`src/rtl/io881_serial_pkg.sv`:
```
// io881_serial_pkg: shared state encoding and frame constants for the io881 serial transmitter
package io881_serial_pkg;
  typedef enum logic [2:0] {
    IDLE   = 3'd0,
    START  = 3'd1,
    DATA   = 3'd2,
    PARITY = 3'd3,
    STOP   = 3'd4
  } state_t;
  localparam int SERIAL_STOP_BITS  = 1;
  localparam int SERIAL_DATA_BITS  = 8;
  localparam int FRAME_BITS        = 1 + SERIAL_DATA_BITS + SERIAL_STOP_BITS;
  localparam int FRAME_BITS_PARITY = FRAME_BITS + 1;
endpackage

```
`src/rtl/fifo_serial_baud_gen.sv`:
```
// fifo_serial_baud_gen: latches the bit-period divisor at pop and counts each bit down to a bit_end pulse
module fifo_serial_baud_gen #(
  parameter int DIV_WIDTH = 16
) (
  input  logic                 clk,
  input  logic                 rst_n,
  input  logic                 load,
  input  logic [DIV_WIDTH-1:0] divisor,
  output logic                 bit_end
);
  logic [DIV_WIDTH-1:0] div_q;
  logic [DIV_WIDTH-1:0] cnt;

  assign bit_end = (cnt == '0);

  // Capture divisor on pop; reload the latched value at the end of every bit, else count down
  always_ff @(posedge clk or negedge rst_n) begin
    if (!rst_n) begin
      div_q <= '0;
      cnt   <= '0;
    end else if (load) begin
      div_q <= divisor;
      cnt   <= divisor;
    end else begin
      cnt   <= bit_end ? div_q : cnt - 1'b1;
    end
  end
endmodule

```
`src/rtl/fifo_serial_tx.sv`:
```
// fifo_serial_tx: drains a fall-through FIFO output element into async serial frames (parity via FIFO_SERIAL_TX_PARITY_EN)
module fifo_serial_tx
  import io881_serial_pkg::*;
#(
  parameter int DATA_WIDTH = 8,
  parameter int DIV_WIDTH  = 16
) (
  input  logic                  clk,
  input  logic                  rst_n,
  input  logic [DATA_WIDTH-1:0] fifo_data,
  input  logic                  fifo_full,
  output logic                  fifo_take,
  input  logic [DIV_WIDTH-1:0]  divisor,
  output logic                  tx,
  output logic                  busy
);
  localparam int CW = $clog2(DATA_WIDTH);

  logic [1:0]            rst_q;
  logic                  rst_s_n;
  state_t                state;
  state_t                state_d;
  logic [DATA_WIDTH-1:0] sh;
  logic [CW-1:0]         bit_cnt;
  logic                  bit_end;
  logic                  last_bit;
  logic                  take;
`ifdef FIFO_SERIAL_TX_PARITY_EN
  logic                  par;
`endif

  assign rst_s_n   = rst_q[1];
  assign last_bit  = (bit_cnt == CW'(DATA_WIDTH - 1));
  assign fifo_take = take & rst_s_n;
  assign busy      = (state != IDLE);

  // Reset asserts immediately and releases two edges later, synchronous to clk
  always_ff @(posedge clk or negedge rst_n) begin
    if (!rst_n) rst_q <= 2'b00;
    else        rst_q <= {rst_q[0], 1'b1};
  end

  fifo_serial_baud_gen #(.DIV_WIDTH(DIV_WIDTH)) u_baud (
    .clk     (clk),
    .rst_n   (rst_s_n),
    .load    (fifo_take),
    .divisor (divisor),
    .bit_end (bit_end)
  );

  // State register; tx is decoded from it, so reset forces the line high at once
  always_ff @(posedge clk or negedge rst_s_n) begin
    if (!rst_s_n) state <= IDLE;
    else          state <= state_d;
  end

  // Shift register and bit counter: load on pop, shift and count at the end of each data bit
  always_ff @(posedge clk or negedge rst_s_n) begin
    if (!rst_s_n) begin
      sh      <= '0;
      bit_cnt <= '0;
    end else if (fifo_take) begin
      sh      <= fifo_data;
      bit_cnt <= '0;
    end else if (state == DATA && bit_end) begin
      sh      <= sh >> 1;
      bit_cnt <= bit_cnt + 1'b1;
    end
  end

`ifdef FIFO_SERIAL_TX_PARITY_EN
  // Even parity of the byte as popped
  always_ff @(posedge clk or negedge rst_s_n) begin
    if (!rst_s_n)       par <= 1'b0;
    else if (fifo_take) par <= ^fifo_data;
  end
`endif

  // Next state, line level and pop request
  always_comb begin
    state_d = state;
    tx      = 1'b1;
    take    = 1'b0;
    case (state)
      IDLE: begin
        take    = fifo_full;
        state_d = fifo_full ? START : IDLE;
      end
      START: begin
        tx      = 1'b0;
        state_d = bit_end ? DATA : START;
      end
      DATA: begin
        tx = sh[0];
`ifdef FIFO_SERIAL_TX_PARITY_EN
        state_d = (bit_end && last_bit) ? PARITY : DATA;
`else
        state_d = (bit_end && last_bit) ? STOP : DATA;
`endif
      end
`ifdef FIFO_SERIAL_TX_PARITY_EN
      PARITY: begin
        tx      = par;
        state_d = bit_end ? STOP : PARITY;
      end
`endif
      STOP: begin
        take    = bit_end && fifo_full;
        state_d = bit_end ? (fifo_full ? START : IDLE) : STOP;
      end
      default: state_d = IDLE;
    endcase
  end
endmodule

```
`config.mk`:
```
export PLATFORM = sky130hd
export DESIGN_NAME = fifo_serial_tx
export DESIGN_NICKNAME = d
export VERILOG_FILES = /design/src/rtl/io881_serial_pkg.sv /design/src/rtl/fifo_serial_baud_gen.sv /design/src/rtl/fifo_serial_tx.sv
export SDC_FILE = /design/constraint.sdc
export NUM_CORES = 1
export LEC_CHECK = 0
export ABC_CLOCK_PERIOD_IN_PS = 3100
export CAP_MARGIN = 0
export CORE_ASPECT_RATIO = 2
export CORE_MARGIN = 2
export CORE_UTILIZATION = 55
export DETAILED_ROUTE_END_ITERATION = 10
export HOLD_SLACK_MARGIN = 0.15
export PLACE_DENSITY = 0.86
export SETUP_SLACK_MARGIN = 0.1
export SLEW_MARGIN = 30
export SYNTH_ARGS = -nofsm -noshare
export SYNTH_HDL_FRONTEND = slang
export SYNTH_SLANG_ARGS = --single-unit
```
`constraint.sdc`:
```
create_clock -name clk -period 3.1 [get_ports clk]
set_clock_uncertainty 0.2 [all_clocks]
set_input_delay 0.465 -clock clk [delete_from_list [all_inputs] [get_ports clk]]
set_output_delay 0.465 -clock clk [all_outputs]
set_load 0.02 [all_outputs]
```
==> results.yml, run 1 <==
status:
  status: "finished clean"
sta:
  whs_ns: 0.158
  slew-limit-headroom_pct: 61.5
  slew_violations: 0
  tightest_slew_ns: 0.577
  finalHoldViolCount: 0
  setup_ws_ns: 0.363
  fmax_mhz: 365
  setup_viol: 0
  fin_crit_sh_pct: 88.3
  fin_tns_setup_ns: 0
  rsz0062_at_grt: "no"
  fin_crit_ns: 2.74
worst_setup_path:
  path_max_fanout: 6
  slowest_delay_ns: 0.44
  arrival_ns: 2.07
  reg2reg_depth: 8
  path_class: "register to output port"
  crit_path_top_delay_cell: "dfrtp_1"
  cp_data_required_time_ns: 2.43
  start_kind: "register"
  end_kind: "output port"
  cp_num_cells: 7
  critPathBufInv: 3
  crit_chain: "inv_1 > ha_1 > nor4b_4 > nand4_4 > a21o_1 > clkinv_1 > dlygate4sd2_1"
  reg2reg_slack_ns: 0.59
  cpLargestDelayFamily: "buffers and inverters"
worst_hold_path:
  min_path_type: "register to register"
  whs_path_depth: 0
die:
  rows: 33
  die_height_um: 97
  dieArea_mm2: 0.00490
  core_area_mm2: 0.00413
  io_pins: 30
  initial_core_util_pct: 57.6
  die_w_um: 50.5
synth:
  synth_cell_types: 39
  ys_seq_elements: 48
  avgSynthCellArea_um2: 9.22
  synthCells: 258
  ys_seq_area_share_pct: 50.5
  netlist_area_mm2: 0.00238
  yosysWarningCount: 0
  syn_nets: 289
final_layout:
  stdcell_count: 342
  final_cell_mix: "nand2_1, dfrtp_1, clkdlybuf4s50_1"
  area_delta_synth_final_pct: 18.8
  fin_nets: 320
  drive_above_1_share_pct: 7.24
  mostFrequentLayoutCell: "nand2_1"
  num_antenna_cells: 0
place:
  dp_hpwl_um: 3300
  dp.cells: 333
  dp_slack_ns: 0.356
  io_buffers: 29
  place.gp.congestion: 0.882
grt:
  grt_max_degree: 47
  track_usage_pct: 22.5
  first_global_vias: 2027
  grt_pass1_wl_um: 8650
  globalRouteOverflowTotal: 0
  antenna_found_initial: 0
clock_network:
  clock_path_buffers: 2
  cts.htree.levels: 2
  cts.sinks: 48
  cts_tree: "yes"
  clock_latency_ns: 0.30
  clk_pin_slew_ns: 0.09
  cts_buffers: 5
  cts_root_buf: "clkbuf_8"
drt:
  drt_wl_total_um: 4830
  ant_nets: 0
  first_pass_iters: 4
  route.detailed.drc: 0
  vias: 1921
  vias_per_cell: 5.62
  drt_first_iter_violations: 47
  wl_per_cell_um: 14.1
power_and_ir_drop:
  switching_share_pct: 28.8
  p_per_area_mw_per_mm2: 479
  seq_power_share_pct: 57.2
  clkPwrFrac_pct: 27.1
  ir_drop_uv: 537
  p_sw_uw: 390
  p_leak_uw: 0.00132
  p_int_uw: 964
  power_frac_comb_pct: 15.8
flow_run:
  cap_violations: 0
layout make-up:
cell class	instances	area, µm²
clock buffer	5	68.8
clock inverter	3	18.8
fill	340	1300
inverter	5	18.8
multi-input combinational	193	1110
sequential	48	1200
tap	52	65.1
timing repair buffer	36	344
synth_stat cells, drive strengths merged:
cell type,count,share of area (%)
nand4b,3,1.1
o22ai,2,0.53
a31oi,1,0.26
ha,4,2.1
a21o,1,0.32
o21ai,27,5.7
mux2i,11,4.6
conb,1,0.16
or3,3,1.0
and3,1,0.26
nor4b,1,0.63
clkinv,1,0.16
inv,4,0.63
and4,1,0.37
nand3,8,1.7
nor2,24,3.8
mux2,1,0.47
nand2,66,10
o311ai,1,0.37
xor2,1,0.37
nand4,3,1.4
o41ai,1,0.37
dfrtp,48,50
a21oi,5,1.1
o21bai,1,0.32
o31ai,4,1.3
nor2b,1,0.26
buf,6,1.5
xnor2,11,4.1
clkbuf,6,0.95
nor3,5,1.1
nand3b,2,0.63
nand2b,1,0.26
nor4,2,1.4
worst register-to-register path, cell delays in order, from the launching register on:
cell and delay (ns):
dfrtp_1 0.44, inv_1 0.11, ha_1 0.18, nor4b_4 0.30, nand4_4 0.13, buf_4 0.25, or3_4 0.49, mux2i_1 0.18
o21ai_0 0.09
stage by stage:
| stage | instance area [µm²] | total power, µW | util, % |
|---|---|---|---|
| final | 2830 | 1350 | 68.5 |
| after CTS | 2830 | 1360 | 68.5 |
| after floorplan | 2380 | 910 | - |
| after detailed placement | 2720 | 993 | 65.9 |
| after global routing | 2830 | 1420 | 68.5 |
| after global placement | 2720 | 981 | 65.9 |
layer usage:
layer  wire length, µm  up-vias  global-route usage (%)  share of wire, %
li1                  -      931                       -                 -
met1              1860      931                    24.4                39
met2              2690       48                    40.6                56
met3               140       11                    3.09               2.9
met4               132        0                    11.9               2.7
met5                 0        -                       0                 0
power groups by stage:
stage	Clock (µW)	Combinational, µW	Sequential, µW
3_5_place_dp	0	211	782
5_1_grt	398	244	782
2_1_floorplan	0	136	773
4_1_cts	377	215	772
3_3_place_gp	0	204	777
6_report	367	213	774
flip-flops by register name, indices dropped and copies added (netlist names):
name / cells
u_baud.cnt: 16
u_baud.div_q: 16
sh: 8
bit_cnt: 3
state: 3
rst_q: 2
cell families (layout without fill, tap and decap cells):
family,Yosys count,in the layout,share of synthesized area [%]
AND/OR/NAND/NOR,121,121,24.3
XOR/XNOR,12,12,4.42
adder cells (fa/ha/maj),4,4,2.10
multiplexers,12,12,5.10
flip-flops,48,48,50.5
AO/OA/AOI/OAI,43,43,10.2
buffers and inverters,17,49,3.26
other,1,1,0.158
repair_timing:
item                                    CTS  global route
hold endpoints to repair                  2             0
hold buffers                              1             0
buffers inserted                          0             0
endpoints found under the setup margin    1             0
gates resized for setup                   2             0
worst paths after layout:
kind / to / from
max: fifo_take / u_baud.cnt[0]$_DFF_PN0_
min reg2reg: rst_q[1]$_DFF_PN0_ / rst_q[0]$_DFF_PN0_
max in group asynchronous: rst_q[1]$_DFF_PN0_ / rst_n
max reg2reg: sh[4]$_DFFE_PN0P_ / u_baud.cnt[0]$_DFF_PN0_
min in group asynchronous: sh[3]$_DFFE_PN0P_ / rst_q[1]$_DFF_PN0_
min: rst_q[1]$_DFF_PN0_ / rst_q[0]$_DFF_PN0_
(Power assumes the default switching activity.)
==> run 2, diff against run 1 <==
--- a/config.mk
+++ b/config.mk
@@ -5,11 +5,12 @@
 export SDC_FILE = /design/constraint.sdc
 export NUM_CORES = 1
 export LEC_CHECK = 0
+export ABC_AREA = 1
 export ABC_CLOCK_PERIOD_IN_PS = 3100
 export CAP_MARGIN = 0
 export CORE_ASPECT_RATIO = 2
 export CORE_MARGIN = 2
-export CORE_UTILIZATION = 55
+export CORE_UTILIZATION = 56
 export DETAILED_ROUTE_END_ITERATION = 10
 export HOLD_SLACK_MARGIN = 0.15
 export PLACE_DENSITY = 0.86
==> results.yml, run 2 <==
synth:
  yosysWarningCount: 0
  synthCells: 348
  netlist_top_cells_count: "nand2_1, dfrtp_1, nand3_1"
  synth_area_leaders: "dfrtp_1, nand2_1, nand3_1"
  ys_seq_area_share_pct: 44.5
  synth_top_area_share_pct: 44.5
  ys.flop_type: "dfrtp_1"
  netlist_area_mm2: 0.00270
  synth_cell_types: 32
  ys_seq_elements: 48
  syn_nets: 379
  synthArstFlopShare_pct: 100
  synth.most_common_cell: "nand2_1"
  avgSynthCellArea_um2: 7.76
  synth_edf_count: 0
  synth.largest_area_cell: "dfrtp_1"
clock_network:
  cts_root_buf: "clkbuf_8"
  cts_tree: "yes"
  cts.sinks: 48
  cts_buffers: 5
  clock_latency_ns: 0.30
  cts.htree.levels: 2
  clock_path_buffers: 2
  clk_pin_slew_ns: 0.09
power_and_ir_drop:
  p_leak_uw: 0.00164
  ir_drop_uv: 465
  p_per_area_mw_per_mm2: 748
status:
  status: "finished clean"
drt:
  drt_first_iter_violations: 27
  vias_per_cell: 5.25
  route.detailed.drc: 0
  first_pass_iters: 4
  ant_nets: 0
  wl_per_cell_um: 13.1
  drt_wl_total_um: 5700
  vias: 2282
sta:
  setup_viol: 0
  tightest_slew_ns: 0.655
  slew_violations: 0
  finalHoldViolCount: 0
  fmax_mhz: 367
  fin_crit_ns: 2.73
  rsz0062_at_grt: "no"
  fin_tns_setup_ns: 0
  fin_crit_sh_pct: 88.0
  slew-limit-headroom_pct: 56.3
final_layout:
  finalInstanceArea_mm2: 0.00311
  area_delta_synth_final_pct: 15.2
  reg_top3: "u_baud.cnt (16), u_baud.div_q (16), sh (8)"
  drive_above_1_share_pct: 10.3
  fin_nets: 410
  stdcell_count: 435
  fillers: 403
  mostFrequentLayoutCell: "nand2_1"
  final_cell_mix: "nand2_1, dfrtp_1, nand3_1"
  num_antenna_cells: 0
grt:
  antenna_found_initial: 0
  grt_max_degree: 54
  first_global_vias: 2255
  track_usage_pct: 24.6
  grt_pass1_wl_um: 9870
  globalRouteOverflowTotal: 0
worst_setup_path:
  crit_path_top_delay_cell: "clkdlybuf4s50_1"
  path_class: "register to output port"
  crit_chain: "inv_1 > nand3_1 > inv_1 > o21ai_0 > clkdlybuf4s50_1"
  cp_data_required_time_ns: 2.43
  reg2reg_slack_ns: 0.77
  slowest_delay_ns: 0.63
  path_max_fanout: 4
  critPathBufInv: 3
  cpLargestDelayFamily: "buffers and inverters"
  cp_common_cell: "inv_1"
  end_kind: "output port"
  start_kind: "register"
  arrival_ns: 2.06
place:
  place_area_mm2: 0.00299
  place.gp.congestion: 0.910
  io_buffers: 29
  dp_hpwl_um: 4110
  dp.cells: 426
die:
  initial_core_util_pct: 58.2
  core_area_mm2: 0.00464
  die_w_um: 53.1
  rows: 35
  io_pins: 30
  die_height_um: 102
  dieArea_mm2: 0.00543
flow_run:
  cap_violations: 0
worst_hold_path:
  min_path_type: "register to register"
==> run 2: changes by cell type in the layout (fill, tap and decap cells not counted), sizes merged, moves of 5 or more <==
cell   delta
a21oi     -5
nand2    +82
or2      +10
mux2i    -11
nand3    +23
o21ai    -13
inv      +24
xnor2     -7
==> run 2: final timing paths <==
check | startpoint | cells after the start | to
setup / recovery | state[2]$_DFF_PN0_ | 5 | tx
hold / removal | rst_q[0]$_DFF_PN0_ | 0 | rst_q[1]$_DFF_PN0_
setup reg to reg | u_baud.cnt[0]$_DFF_PN0_ | 13 | u_baud.cnt[0]$_DFF_PN0_
hold reg to reg | rst_q[0]$_DFF_PN0_ | 0 | rst_q[1]$_DFF_PN0_
max in group asynchronous | rst_n | 2 | rst_q[1]$_DFF_PN0_
min in group asynchronous | rst_q[1]$_DFF_PN0_ | 1 | bit_cnt[1]$_DFFE_PN0P_
==> run 2: cell type report <==
cell class / instances / area [µm²] / share of cell area, %
Multi-Input combinational cell: 260 / 1280 / 41.3
Sequential cell: 48 / 1200 / 38.6
Timing Repair Buffer: 35 / 340 / 10.9
Inverter: 29 / 109 / 3.50
Clock buffer: 6 / 72.6 / 2.33
Tap cell: 55 / 68.8 / 2.21
Clock inverter: 2 / 35.0 / 1.13
==> run 2: layer usage <==
| layer | vias to the layer above | track usage, % | part of all wire [%] |
|---|---|---|---|
| met2 | 60 | 44.2 | 56 |
| met3 | 19 | 3.80 | 3.3 |
| met1 | 1055 | 26.6 | 36 |
| met4 | 0 | 12.6 | 4.4 |
| li1 | 1148 | - | - |
| met5 | - | 0 | 0 |
==> run 2: logic make-up (layout without fill, tap and decap cells) <==
family	count (synthesis)	count (layout)	synth area share [%]
and+or+nand+nor	233	233	39.9
DFF	48	48	44.5
buffers and inverters	40	72	7.97
AOI/OAI and AO/OA	15	15	3.43
xor gates and xnor gates	7	7	2.27
adders and majority gates	4	4	1.85
other	1	1	0.139
==> run 2: timing repair <==
| item | in CTS | in global routing |
|---|---|---|
| endpoints found under the setup margin | 0 | 1 |
| buffers inserted | 0 | 0 |
| hold buffers | 1 | 0 |
| endpoints found under the hold margin | 2 | 0 |
| resized for setup | 0 | 1 |
==> run 2: per-stage QoR <==
step	utilization, %	hold slack [ns]	worst slack [ns]	power, µW
finish	67.0	0.167	0.373	2330
global route	67.0	0.177	0.230	2520
CTS	67.0	0.170	0.194	2340
detailed placement	64.4	0.149	0.486	1880
global placement	64.4	0.139	0.508	1840
floorplan	-	-0.0306	0.393	1680
==> run 2: where the power goes <==
group / switching (µW) / total, µW / internal [µW]
Sequential: 214 / 1110 / 898
Combinational: 430 / 771 / 341
Clock: 206 / 446 / 240
==> run 3, diff against run 2 <==
--- a/config.mk
+++ b/config.mk
@@ -11,6 +11,7 @@
 export CORE_ASPECT_RATIO = 2
 export CORE_MARGIN = 2
 export CORE_UTILIZATION = 56
+export CTS_CLUSTER_DIAMETER = 30
 export DETAILED_ROUTE_END_ITERATION = 10
 export HOLD_SLACK_MARGIN = 0.15
 export PLACE_DENSITY = 0.86
==> constraint.sdc (replaced) <==
create_clock -name clk -period 3.1 [get_ports clk]
set_clock_uncertainty 0.2 [all_clocks]
set_input_delay 0.775 -clock clk [delete_from_list [all_inputs] [get_ports clk]]
set_output_delay 0.775 -clock clk [all_outputs]
set_load 0.02 [all_outputs]
==> results.yml, run 3 (same netlist as run 2, synthesis figures left out) <==
final_layout:
  area_delta_synth_final_pct: 15.6
  fin_nets: 410
  finalInstanceArea_mm2: 0.00312
  final_cell_mix: "nand2_1, dfrtp_1, nand3_1"
  mostFrequentLayoutCell: "nand2_1"
  final_util_pct: 67.3
  reg_top3: "u_baud.cnt (16), u_baud.div_q (16), sh (8)"
  num_antenna_cells: 0
  stdcell_count: 435
  drive_above_1_share_pct: 11.3
  fillers: 389
clock_network:
  cts.sinks: 48
  clock_latency_ns: 0.31
  clk_pin_slew_ns: 0.09
  post_cts_buffers: 0
  cts.htree.levels: 2
  cts_tree: "yes"
  cts_buffers: 5
  clock_path_buffers: 2
  cts_root_buf: "clkbuf_8"
worst_setup_path:
  path_class: "register to output port"
  cp_common_cell: "inv_1"
  crit_chain: "inv_1 > nand3_1 > inv_1 > nand2_1 > o21ai_0 > clkdlybuf4s50_1"
  critPathBufInv: 3
  slowest_delay_ns: 0.64
  crit_path_top_delay_cell: "clkdlybuf4s50_1"
  worstSetupStartpoint: "state[2]$_DFF_PN0_"
  path_max_fanout: 4
  start_kind: "register"
  cp_data_required_time_ns: 2.12
  r2r_start: "u_baud.cnt[0]$_DFF_PN0_"
  cpLargestDelayFamily: "buffers and inverters"
  arrival_ns: 1.87
  end_kind: "output port"
worst_hold_path:
  min-delay-start: "rst_q[0]$_DFF_PN0_"
  min_path_type: "register to register"
grt:
  first_global_vias: 2165
  grt_pass1_wl_um: 9630
  globalRouteOverflowTotal: 0
  grt_max_degree: 56
  antenna_found_initial: 0
  met2_usage_pct: 43.8
  grt_util_met1_pct: 26.9
  grt_use_met3_pct: 3.51
  track_usage_pct: 24.0
  busiest_layer: "met2"
drt:
  vias: 2276
  first_pass_iters: 4
  ant_nets: 0
  route.detailed.drc: 0
  wl_per_cell_um: 13.1
  drt_wl_total_um: 5680
  vias_per_cell: 5.23
  drt_first_iter_violations: 36
place:
  dp.cells: 427
  dp_hpwl_um: 4020
  place.gp.congestion: 0.871
  place_area_mm2: 0.00300
  io_buffers: 29
die:
  die_height_um: 102
  dieArea_mm2: 0.00543
  core_area_mm2: 0.00464
  initial_core_util_pct: 58.2
  die_w_um: 53.1
  io_pins: 30
  rows: 35
sta:
  slew-limit-headroom_pct: 56.4
  finalHoldViolCount: 0
  fin_tns_setup_ns: 0
  fmax_mhz: 352
  tightest_slew_ns: 0.654
  fin_crit_sh_pct: 91.7
  slew_violations: 0
  rsz0062_at_grt: "yes"
  setup_viol: 0
  fin_crit_ns: 2.84
status:
  status: "finished clean"
power_and_ir_drop:
  seq_power_share_pct: 46.3
  power_frac_comb_pct: 33.0
  p_leak_uw: 0.00163
  p_per_area_mw_per_mm2: 764
  p_sw_uw: 862
  ir_drop_uv: 472
  switching_share_pct: 36.1
  p_int_uw: 1520
  clkPwrFrac_pct: 20.7
flow_run:
  cap_violations: 0
[run 3: cell count changes in the layout (fill, tap and decap cells not counted)]
cell,before,now
dlymetal6s2s_1,1,0
clkbuf_8,5,7
clkinv_2,1,0
dlygate4sd3_1,1,0
clkbuf_1,1,0
dfrtp_1,47,46
dfrtp_2,1,2
buf_4,5,6
clkbuf_2,0,1
[run 3: power groups by stage]
stage	Clock, µW	Sequential (µW)	Combinational, µW
after floorplan	0	1070	612
after CTS	502	1100	795
after global routing	524	1140	915
final	495	1100	787
after global placement	0	1100	753
after detailed placement	0	1110	781
[run 3: what timing repair did]
action / CTS / global route
gates resized for setup: 1 / 3
hold buffers: 0 / 0
endpoints found under the setup margin: 1 / 2
[run 3: final cells by class]
class / instances / area [µm²] / area share (%)
Multi-Input combinational cell: 260 / 1280 / 41.1
Sequential cell: 48 / 1200 / 38.6
Clock buffer: 7 / 96.3 / 3.09
Inverter: 29 / 109 / 3.49
Clock inverter: 1 / 30.0 / 0.962
Timing Repair Buffer: 35 / 330 / 10.6
Tap cell: 55 / 68.8 / 2.20
[run 3: metal layers]
metal  share of wire, %  wire length [µm]
met5                  0                 0
met4                2.2               126
met3                2.3               129
met2                 56              3180
met1                 40              2250
[run 3: worst paths after layout]
check	to	slack [ns]	depth (start not counted)
setup reg to reg	u_baud.cnt[1]$_DFF_PN0_	0.70	12
max in group asynchronous	state[2]$_DFF_PN0_	1.96	1
min in group asynchronous	u_baud.div_q[10]$_DFFE_PN0P_	0.27	1
hold / removal	rst_q[1]$_DFF_PN0_	0.15	0
setup / recovery	tx	0.26	6
hold reg to reg	rst_q[1]$_DFF_PN0_	0.15	0
[run 3: through the flow]
step | worst slack [ns] | hold slack, ns | total power (µW)
after global placement | -0.0894 | 0.137 | 1850
final | 0.258 | 0.148 | 2390
after global routing | 0.0592 | 0.163 | 2580
after floorplan | 0.522 | 0.131 | 1680
after detailed placement | -0.0907 | 0.146 | 1890
after CTS | 0.126 | 0.154 | 2390
